$ cat src/rtl/ysyx_23060184_pipe_ctrl_pkg.sv
`default_nettype none
// ============================================================================
// Module   : ysyx_23060184_pipe_ctrl_pkg
// Purpose  : Shared definitions for the NPC pipeline stage-control unit.
//            Holds the fetch-drop FSM state encodings and state width.
// Revision : 1.0 - initial release
// ============================================================================
package ysyx_23060184_pipe_ctrl_pkg;

  localparam int PIPE_STATE_W = 1;

  // RUN  : fetch responses are consumed normally.
  // DROP : a redirect left a wrong-path fetch in flight; its response is
  //        discarded when it arrives.
  typedef enum logic [PIPE_STATE_W-1:0] {
    PIPE_STATE_RUN  = 1'b0,
    PIPE_STATE_DROP = 1'b1
  } pipe_state_e;

endpackage : ysyx_23060184_pipe_ctrl_pkg
`default_nettype wire

$ cat src/rtl/ysyx_23060184_pipe_ctrl_sat_counter.sv
`default_nettype none
// ============================================================================
// Module   : ysyx_23060184_SatCounter
// Purpose  : Enable-gated up-counter that saturates at all-ones.
// Ports    : clk   - clock
//            rstn  - asynchronous active-low reset (clears count)
//            en    - increment request for this cycle
//            count - current value
// Revision : 1.0 - initial release
// ============================================================================
module ysyx_23060184_SatCounter #(
  parameter int CNT_WIDTH = 32
) (
  input  logic                 clk,
  input  logic                 rstn,
  input  logic                 en,
  output logic [CNT_WIDTH-1:0] count
);

  always_ff @(posedge clk or negedge rstn) begin
    if (!rstn) begin
      count <= '0;
    end else if (en && (count != {CNT_WIDTH{1'b1}})) begin
      count <= count + 1'b1;
    end
  end

endmodule : ysyx_23060184_SatCounter
`default_nettype wire

$ cat src/rtl/ysyx_23060184_pipe_ctrl.sv
`default_nettype none
// ============================================================================
// Module   : ysyx_23060184_pipe_ctrl
// Purpose  : Stage-control unit for the 5-stage NPC pipeline. Tracks a live
//            bit per stage and produces the stall/flush controls for the
//            IF/ID, ID/EX, EX/MEM and MEM/WB registers, covering load-use
//            bubbles, redirect squash (including an in-flight fetch) and
//            multi-cycle memory stalls. Keeps stall/flush counters.
// Ports    : clk, rstn                - clock, async active-low reset
//            InstValidF, IfuBusy      - IFU response / outstanding request
//            Rs1D, Rs2D, RdE, MemReadE- hazard tags from ID and EX
//            BranchE                  - EX redirect
//            MemBusyM                 - LSU still busy in MEM
//            Stall*/Flush*/DropF      - combinational pipeline controls
//            Valid{D,E,M,W}           - per-stage live bits
//            StallCnt, FlushCnt       - saturating performance counters
// Revision : 1.0 - initial release
// ============================================================================
module ysyx_23060184_pipe_ctrl
  import ysyx_23060184_pipe_ctrl_pkg::*;
#(
  parameter int REG_LENGTH = 5,
  parameter int CNT_WIDTH  = 32
) (
  input  logic                  clk,
  input  logic                  rstn,
  input  logic                  InstValidF,
  input  logic                  IfuBusy,
  input  logic [REG_LENGTH-1:0] Rs1D,
  input  logic [REG_LENGTH-1:0] Rs2D,
  input  logic [REG_LENGTH-1:0] RdE,
  input  logic                  MemReadE,
  input  logic                  BranchE,
  input  logic                  MemBusyM,
  output logic                  StallF,
  output logic                  StallD,
  output logic                  StallE,
  output logic                  StallM,
  output logic                  FlushD,
  output logic                  FlushE,
  output logic                  DropF,
  output logic                  ValidD,
  output logic                  ValidE,
  output logic                  ValidM,
  output logic                  ValidW,
  output logic [CNT_WIDTH-1:0]  StallCnt,
  output logic [CNT_WIDTH-1:0]  FlushCnt
);

  pipe_state_e state, state_next;

  logic mem_stall;
  logic redirect;
  logic load_use;

  // Priority memStall > redirect > loadUse is encoded by masking the lower
  // events with the higher ones. A branch held in EX during a memory stall
  // is therefore taken on the first cycle the stall clears.
  always_comb begin
    mem_stall = MemBusyM & ValidM;
    redirect  = BranchE & ValidE & ~mem_stall;
    load_use  = MemReadE & ValidE & ValidD & (RdE != '0) &
                ((RdE == Rs1D) | (RdE == Rs2D)) & ~redirect & ~mem_stall;
  end

  always_comb begin
    StallF = mem_stall | load_use;
    StallD = mem_stall | load_use;
    StallE = mem_stall;
    StallM = mem_stall;
    FlushD = redirect;
    FlushE = redirect | load_use;
    DropF  = (state == PIPE_STATE_DROP) & InstValidF;
  end

  // Next-state: a redirect that leaves a request outstanding with no
  // response yet must discard that response later. This also covers a
  // repeat redirect while already dropping.
  always_comb begin
    state_next = state;
    if (redirect && IfuBusy && !InstValidF) begin
      state_next = PIPE_STATE_DROP;
    end else if (state == PIPE_STATE_DROP && (InstValidF || !IfuBusy)) begin
      state_next = PIPE_STATE_RUN;
    end
  end

  always_ff @(posedge clk or negedge rstn) begin
    if (!rstn) begin
      state <= PIPE_STATE_RUN;
    end else begin
      state <= state_next;
    end
  end

  always_ff @(posedge clk or negedge rstn) begin
    if (!rstn) begin
      ValidD <= 1'b0;
      ValidE <= 1'b0;
      ValidM <= 1'b0;
      ValidW <= 1'b0;
    end else if (mem_stall) begin
      // Everything up to MEM holds; WB receives a bubble.
      ValidW <= 1'b0;
    end else if (redirect) begin
      ValidD <= 1'b0;
      ValidE <= 1'b0;
      ValidM <= 1'b1;
      ValidW <= ValidM;
    end else if (load_use) begin
      // ID holds its instruction; a bubble enters EX behind the load.
      ValidE <= 1'b0;
      ValidM <= ValidE;
      ValidW <= ValidM;
    end else begin
      ValidD <= InstValidF & ~DropF;
      ValidE <= ValidD;
      ValidM <= ValidE;
      ValidW <= ValidM;
    end
  end

  ysyx_23060184_SatCounter #(
    .CNT_WIDTH (CNT_WIDTH)
  ) u_stall_cnt (
    .clk   (clk),
    .rstn  (rstn),
    .en    (StallF),
    .count (StallCnt)
  );

  ysyx_23060184_SatCounter #(
    .CNT_WIDTH (CNT_WIDTH)
  ) u_flush_cnt (
    .clk   (clk),
    .rstn  (rstn),
    .en    (redirect),
    .count (FlushCnt)
  );

endmodule : ysyx_23060184_pipe_ctrl
`default_nettype wire

$ cat config.mk
export PLATFORM = sky130hd
export DESIGN_NAME = ysyx_23060184_pipe_ctrl
export DESIGN_NICKNAME = d
export VERILOG_FILES = /design/src/rtl/ysyx_23060184_pipe_ctrl_pkg.sv /design/src/rtl/ysyx_23060184_pipe_ctrl_sat_counter.sv /design/src/rtl/ysyx_23060184_pipe_ctrl.sv
export SDC_FILE = /design/constraint.sdc
export NUM_CORES = 1
export LEC_CHECK = 0
export ABC_AREA = 0
export CAP_MARGIN = 20
export CELL_PAD_IN_SITES_DETAIL_PLACEMENT = 1
export CELL_PAD_IN_SITES_GLOBAL_PLACEMENT = 1
export CORE_AREA = 4 4 107 109
export DETAILED_ROUTE_END_ITERATION = 6
export DIE_AREA = 0 0 111 113
export PLACE_DENSITY_LB_ADDON = 0.1
export RECOVER_POWER = 25
export SYNTH_ARGS = -nofsm -noshare
export SYNTH_HDL_FRONTEND = slang
export SYNTH_SLANG_ARGS = --single-unit
$ cat constraint.sdc
create_clock -name clk -period 2.1 [get_ports clk]
set_input_delay 0.42 -clock clk [delete_from_list [all_inputs] [get_ports clk]]
set_output_delay 0.42 -clock clk [all_outputs]
set_load 0.01 [all_outputs]
==> run_results.csv, run 1 <==
group,metric,value,unit
cts,cts_buffers,9,
yosys,syn-cell-area,3420,sq um
timing,max-slew-margin-rel,17.2,%
yosys,synth_area_leaders,"dfrtp_1 50%, xor2_1 9.7%, xnor2_1 7.9%, nand3_1 4.1%, and3_1 2.9%",
yosys,synthFlopType,"dfrtp_1",
layout,final_cell_mix,"71 x clkdlybuf4s50_1, 70 x buf_4, 68 x dfrtp_1",
cts,postCtsHoldBufs,0,
timing,max_freq,487,MHz
worst_setup_path,slowest_delay,380,ps
cts,clk_path_buf_depth,2,
die,rows,38,
pwr,p_leak,2.50,nW
placed_design,place_area,5060,sq um
layout,diodes,0,
worst_setup_path,critPathLaunchType,"flop",
yosys,yosysSeqAreaShare,50.5,%
worst_hold_path,hold_path_class,"in -> async",
drt,drt-total-wl,9870,um
timing,skew,7.65,ps
global_routing,overflow,0,
worst_setup_path,cp.required,1680,ps
drt,dr.first_iter.drc_count,61,
timing,fin_crit,2050,ps
cts,cts_tree,"built",
layout,instances_no_fill,647,
yosys,synth_seq_cells,69,
timing,timing.final.crit_share,97.9,%
layout,postLayoutCellArea,5350,sq um
placed_design,pre_cts_ws,-719,ps
yosys,syn_nets,353,
yosys,async_flop_share,100,%
worst_setup_path,cp-end-kind,"output pin",
die,die_y,113,um
global_routing,gr-usage-all-layers,16.1,%
drt,antenna_left,0,
global_routing,grt_max_degree,50,
placed_design,port_buffers,96,
yosys,syn_inst,329,
layout,nets,526,
layout,syn_to_final_growth,56.6,%
die,start_util,32.3,%
drt,vias_per_cell,4.72,
pwr,power_density,692,nW/um^2
drt,routedWlPerCell,15.3,um
yosys,yosysUniqueCellTypes,38,
cts,cts_sinks,69,
worst_setup_path,critical_path.top_delay_family,"simple AND/OR/NAND/NOR gates",
worst_setup_path,path_buf_inv,2,
layout,postLayoutCoreUtil,50.5,%
timing,setup_viol,0,
global_routing,antenna_found_initial,0,
cts,cts_htree_levels,3,
placed_design,dp_hpwl,7560,um
yosys,synth_top_area_cell,"dfrtp_1",
drt,firstDrtPassIters,4,
worst_setup_path,critPathKind,"reg -> out",
yosys,synth_top_area_share,50.5,%
yosys,synth-warning-count,0,
worst_setup_path,startpoint,"ValidM",
timing,max_slew.worst_pin.slew,1240,ps
worst_setup_path,cp_slowest_cell,"dfrtp_1",
die,core,10600,sq um
die,pin_count,97,
placed_design,gp_congestion,0.767,
layout,drive_above_1_share,26.4,%
pwr,ir_drop,0.445,mV
layout,final_common_cell,"clkdlybuf4s50_1",
cts,root_buffer,"clkbuf_8",
worst_setup_path,crit_fanout,2,
worst_setup_path,r2r-start,"ValidM",
yosys,synth_edf_count,0,
status,status,"finished, final reports clean",
global_routing,grt_pass1_vias,3237,
cts,clkLatencyLatePin,350,ps
pwr,totalPowerFinal,0.00371,W
placed_design,dpl.cell_count,625,
cts,clkSlewWorstSetupHoldPaths,80,ps
die,dieArea,12500,sq um
run,drv_cap,0,
drt,dr_total_vias,3051,
timing,grt_setup_unrepaired,"true",
yosys,syn_avg_cell_area,10.4,sq um
worst_setup_path,path_cells,"a21boi_2 > a211o_1 > and2_4 > or2_4 > inv_4 > buf_6",
die,die_w,111,um
global_routing,grt_pass1_wl,16300,um
worst_setup_path,critPathArrivalTime,1630,ps
timing,drv_slew,0,
timing,hold_violations,0,
timing,fin_ws,45.0,ps
drt,drc,0,
==> path summary, 6_finish.rpt <==
check                                        end  slack (ps)  cells after the start
max reg2reg                u_stall_cnt.count[22]          70                      7
min in group clk           u_flush_cnt.count[10]         480                      1
max                                       StallD          50                      6
max in group asynchronous                 ValidE         800                      2
min                        u_flush_cnt.count[17]         360                      2
min reg2reg                u_flush_cnt.count[10]         480                      1
==> sequential cells by signal (all words and copies together) (netlist names) <==
name / flops
ValidD: 1
ValidE: 1
ValidM: 1
ValidW: 1
state: 1
u_flush_cnt.count: 32
u_stall_cnt.count: 32
==> per-layer routing <==
layer / global-route usage [%] / vias up / wire [um] / share of wire, %
met5: 0 / - / 0 / 0
met4: 4.84 / 0 / 127 / 1.3
met3: 4.01 / 10 / 376 / 3.8
met2: 27.6 / 57 / 5060 / 51
met1: 20.2 / 1498 / 4300 / 44
li1: - / 1486 / - / -
==> area by class of cell <==
type	count	area [sq um]
timing repair buffer	170	1480
fill	1203	5250
inverter	10	40.0
sequential	69	1730
clock inverter	5	50.0
clock buffer	11	141
tap	140	175
multi-input combinational	242	1740
==> cell families (layout without fill, tap and decap cells) <==
group                      count (synthesis)  after routing  synth area share (%)
AOI/OAI and AO/OA                         11             11                  2.34
xor gates and xnor gates                  71             71                  18.6
adders and majority gates                  2              2                 0.732
buffers and inverters                     18            196                  2.45
DFF                                       69             69                  50.5
muxes                                      1              1                 0.329
and+or+nand+nor                          157            157                  25.0
==> power by group <==
part,total (W),internal [W],switching (W)
Clock,0.00109,0.000574,0.000518
Combinational,0.00108,0.000600,0.000478
Sequential,0.00154,0.00144,0.0000991
==> stage by stage <==
step                hold WS, ps  setup TNS [ps]
detailed placement          449          -17730
floorplan                   124           -13.0
CTS                        67.3               0
global placement            460          -16000
global route                495            -102
finish                      364               0
==> cells in the mapped netlist, types with 2 or more instances <==
master	n
or3_1	2
nor3_1	15
nand4_1	16
o21ai_0	2
xnor2_1	31
nor4_1	5
ha_1	2
nor3_2	2
nor2_1	24
and4_1	10
nand2_1	26
nand3_1	28
xnor2_2	2
buf_4	2
nor3b_1	2
and2_1	3
dfrtp_1	69
inv_1	10
clkbuf_1	4
nor2b_1	2
or4b_4	2
and3_1	16
nand2b_1	2
xor2_1	38
==> what timing repair did <==
item / 4_1_cts / 5_1_grt
buffers inserted: 1 / 5
gates resized for setup: 46 / 31
pin swaps: 12 / 15
endpoints found under the setup margin: 22 / 27
Note: power is estimated with default switching activity, not from simulation.
==> run 2, diff against run 1 <==
--- a/config.mk
+++ b/config.mk
@@ -12,7 +12,7 @@
 export CORE_AREA = 4 4 107 109
 export DETAILED_ROUTE_END_ITERATION = 6
 export DIE_AREA = 0 0 111 113
-export PLACE_DENSITY_LB_ADDON = 0.1
+export PLACE_DENSITY = 0.82
 export RECOVER_POWER = 25
 export SYNTH_ARGS = -nofsm -noshare
 export SYNTH_HDL_FRONTEND = slang
==> run 2 against run 1 <==
  * First-iteration DRC count increased by 41%
  * Global-route usage grew 0.47 points
  * Register-to-register slack got worse by 50 ps
  * Critical path type unchanged
  * Final area shrank 0.65%
  * Combinational power rose by 4%
  * Via count is 3.4% higher
  * Clock skew grew 1.9 ps
  * Flip-flop and latch count unchanged
  * Count of clock-buffer cells in the layout is the same
  * Worst hold slack lost 240 ps
  * Clock power hardly changed
  * Wire length grew 7.8%
==> run_results.csv, run 2 (same netlist as run 1, synthesis figures left out) <==
group,metric,value,unit
placed_design,dp_hpwl,7870,um
worst_setup_path,reg2reg_to,"u_stall_cnt.count[18]",
worst_setup_path,path_buf_inv,2,
placed_design,port_buffers,96,
cts,cts_sinks,69,
cts,postCtsHoldBufs,0,
cts,cts_tree,"built",
cts,clkLatencyLatePin,340,ps
worst_setup_path,critical_path.top_delay_family,"simple AND/OR/NAND/NOR gates",
timing,max-slew-margin-rel,19.0,%
worst_setup_path,cp.required,1680,ps
die,die_w,111,um
timing,setup_viol,0,
cts,root_buffer,"clkbuf_8",
layout,multi_input_area,1720,sq um
drt,drt-total-wl,10600,um
worst_setup_path,crit_fanout,2,
drt,antenna_left,0,
die,dieArea,12500,sq um
drt,firstDrtPassIters,4,
pwr,power_density,711,nW/um^2
worst_setup_path,critPathArrivalTime,1680,ps
layout,final_common_cell,"clkdlybuf4s50_1",
worst_hold_path,hold_path_class,"in -> async",
die,core,10600,sq um
worst_setup_path,path_cells,"nand3_1 > a211o_1 > and2_4 > or2_4 > inv_4 > buf_6",
global_routing,grt_max_degree,33,
layout,syn_to_final_growth,55.5,%
global_routing,gr-usage-all-layers,16.6,%
die,die_y,113,um
die,start_util,32.3,%
worst_setup_path,rr_worst_depth,7,
worst_setup_path,cp-end-kind,"output pin",
layout,final_cell_mix,"71 x clkdlybuf4s50_1, 67 x dfrtp_1, 61 x buf_4",
die,pin_count,97,
global_routing,grt_pass1_vias,3412,
cts,clk_path_buf_depth,2,
global_routing,grtUsageMet1,20.0,%
pwr,p_leak,2.47,nW
layout,nets,518,
global_routing,antenna_found_initial,0,
worst_setup_path,r2r-start,"ValidE",
timing,fin_crit,2100,ps
layout,postLayoutCellArea,5320,sq um
status,status,"finished, final reports clean",
global_routing,gr-usage-met2,29.3,%
global_routing,met3_usage,4.33,%
layout,seq_area,1730,sq um
timing,fin_ws,3.60,ps
layout,drive_above_1_share,25.1,%
global_routing,grt_pass1_wl,17200,um
layout,reg_top3,"u_flush_cnt.count x32, u_stall_cnt.count x32",
cts,cts_htree_levels,3,
timing,drv_slew,0,
layout,fillers,1193,
placed_design,place_area,4970,sq um
placed_design,gp_congestion,0.831,
timing,hold_slack,123,ps
layout,diodes,0,
worst_setup_path,slowest_delay,370,ps
cts,clkSlewWorstSetupHoldPaths,80,ps
worst_setup_path,critPathLaunchType,"flop",
global_routing,busiest_layer,"met2",
drt,drc,0,
worst_setup_path,reg2reg_slack,20,ps
drt,dr_total_vias,3154,
drt,dr.first_iter.drc_count,86,
timing,max_freq,477,MHz
run,drv_cap,0,
worst_setup_path,critPathKind,"reg -> out",
drt,vias_per_cell,4.94,
timing,hold_violations,0,
pwr,ir_drop,0.465,mV
layout,postLayoutCoreUtil,50.2,%
worst_setup_path,cp_slowest_cell,"dfrtp_2",
timing,skew,9.52,ps
pwr,totalPowerFinal,0.00378,W
cts,cts_buffers,9,
timing,grt_setup_unrepaired,"true",
timing,max_slew.worst_pin.slew,1220,ps
global_routing,overflow,0,
placed_design,pre_cts_ws,-721,ps
die,rows,38,
worst_setup_path,startpoint,"ValidE",
timing,timing.final.crit_share,99.8,%
drt,routedWlPerCell,16.7,um
[run 2: changes by cell type in the layout (fill, tap and decap cells not counted), sizes merged]
cell,delta
clkbuf,-1
clkinvlp,+1
dlygate4sd2,-1
buf,-7
clkinv,-1
clkdlybuf4s15,+1
[run 2: cell type report]
| type | count | area share, % |
|---|---|---|
| Clock buffer | 11 | 2.66 |
| Clock inverter | 5 | 1.13 |
| Inverter | 10 | 0.753 |
| Multi-Input combinational cell | 242 | 32.4 |
| Sequential cell | 69 | 32.5 |
| Tap cell | 140 | 3.29 |
| Timing Repair Buffer | 162 | 27.2 |
[run 2: timing repair]
action / 4_1_cts / 5_1_grt
resized for setup: 47 / 28
setup endpoints to repair: 18 / 28
pin swaps: 11 / 17
cloned: 0 / 1
setup buffers: 5 / 4
[run 2: per-layer routing]
layer,routed length (um),vias to the layer above
met4,153,0
met1,4430,1592
met2,5470,79
li1,-,1469
met5,0,-
met3,596,14
[run 2: worst max path at each step]
stage,end,cells after the start
global placement,StallD,7
global route,StallD,6
finish,StallF,6
CTS,StallF,8
floorplan,u_stall_cnt.count[18],7
detailed placement,StallF,7
[run 2: power breakdown]
part           internal (W)  total [W]  switching [W]
Combinational      0.000618    0.00112       0.000504
Sequential          0.00144    0.00154      0.0000993
Clock              0.000584    0.00112       0.000537
Total               0.00264    0.00378        0.00114
[run 2: through the flow]
stage | setup TNS (ps) | std cells
after floorplan | -13.0 | 329
after global placement | -14980 | 613
after detailed placement | -16890 | 613
after CTS | 0 | 634
after global routing | -905 | 639
final | 0 | 639
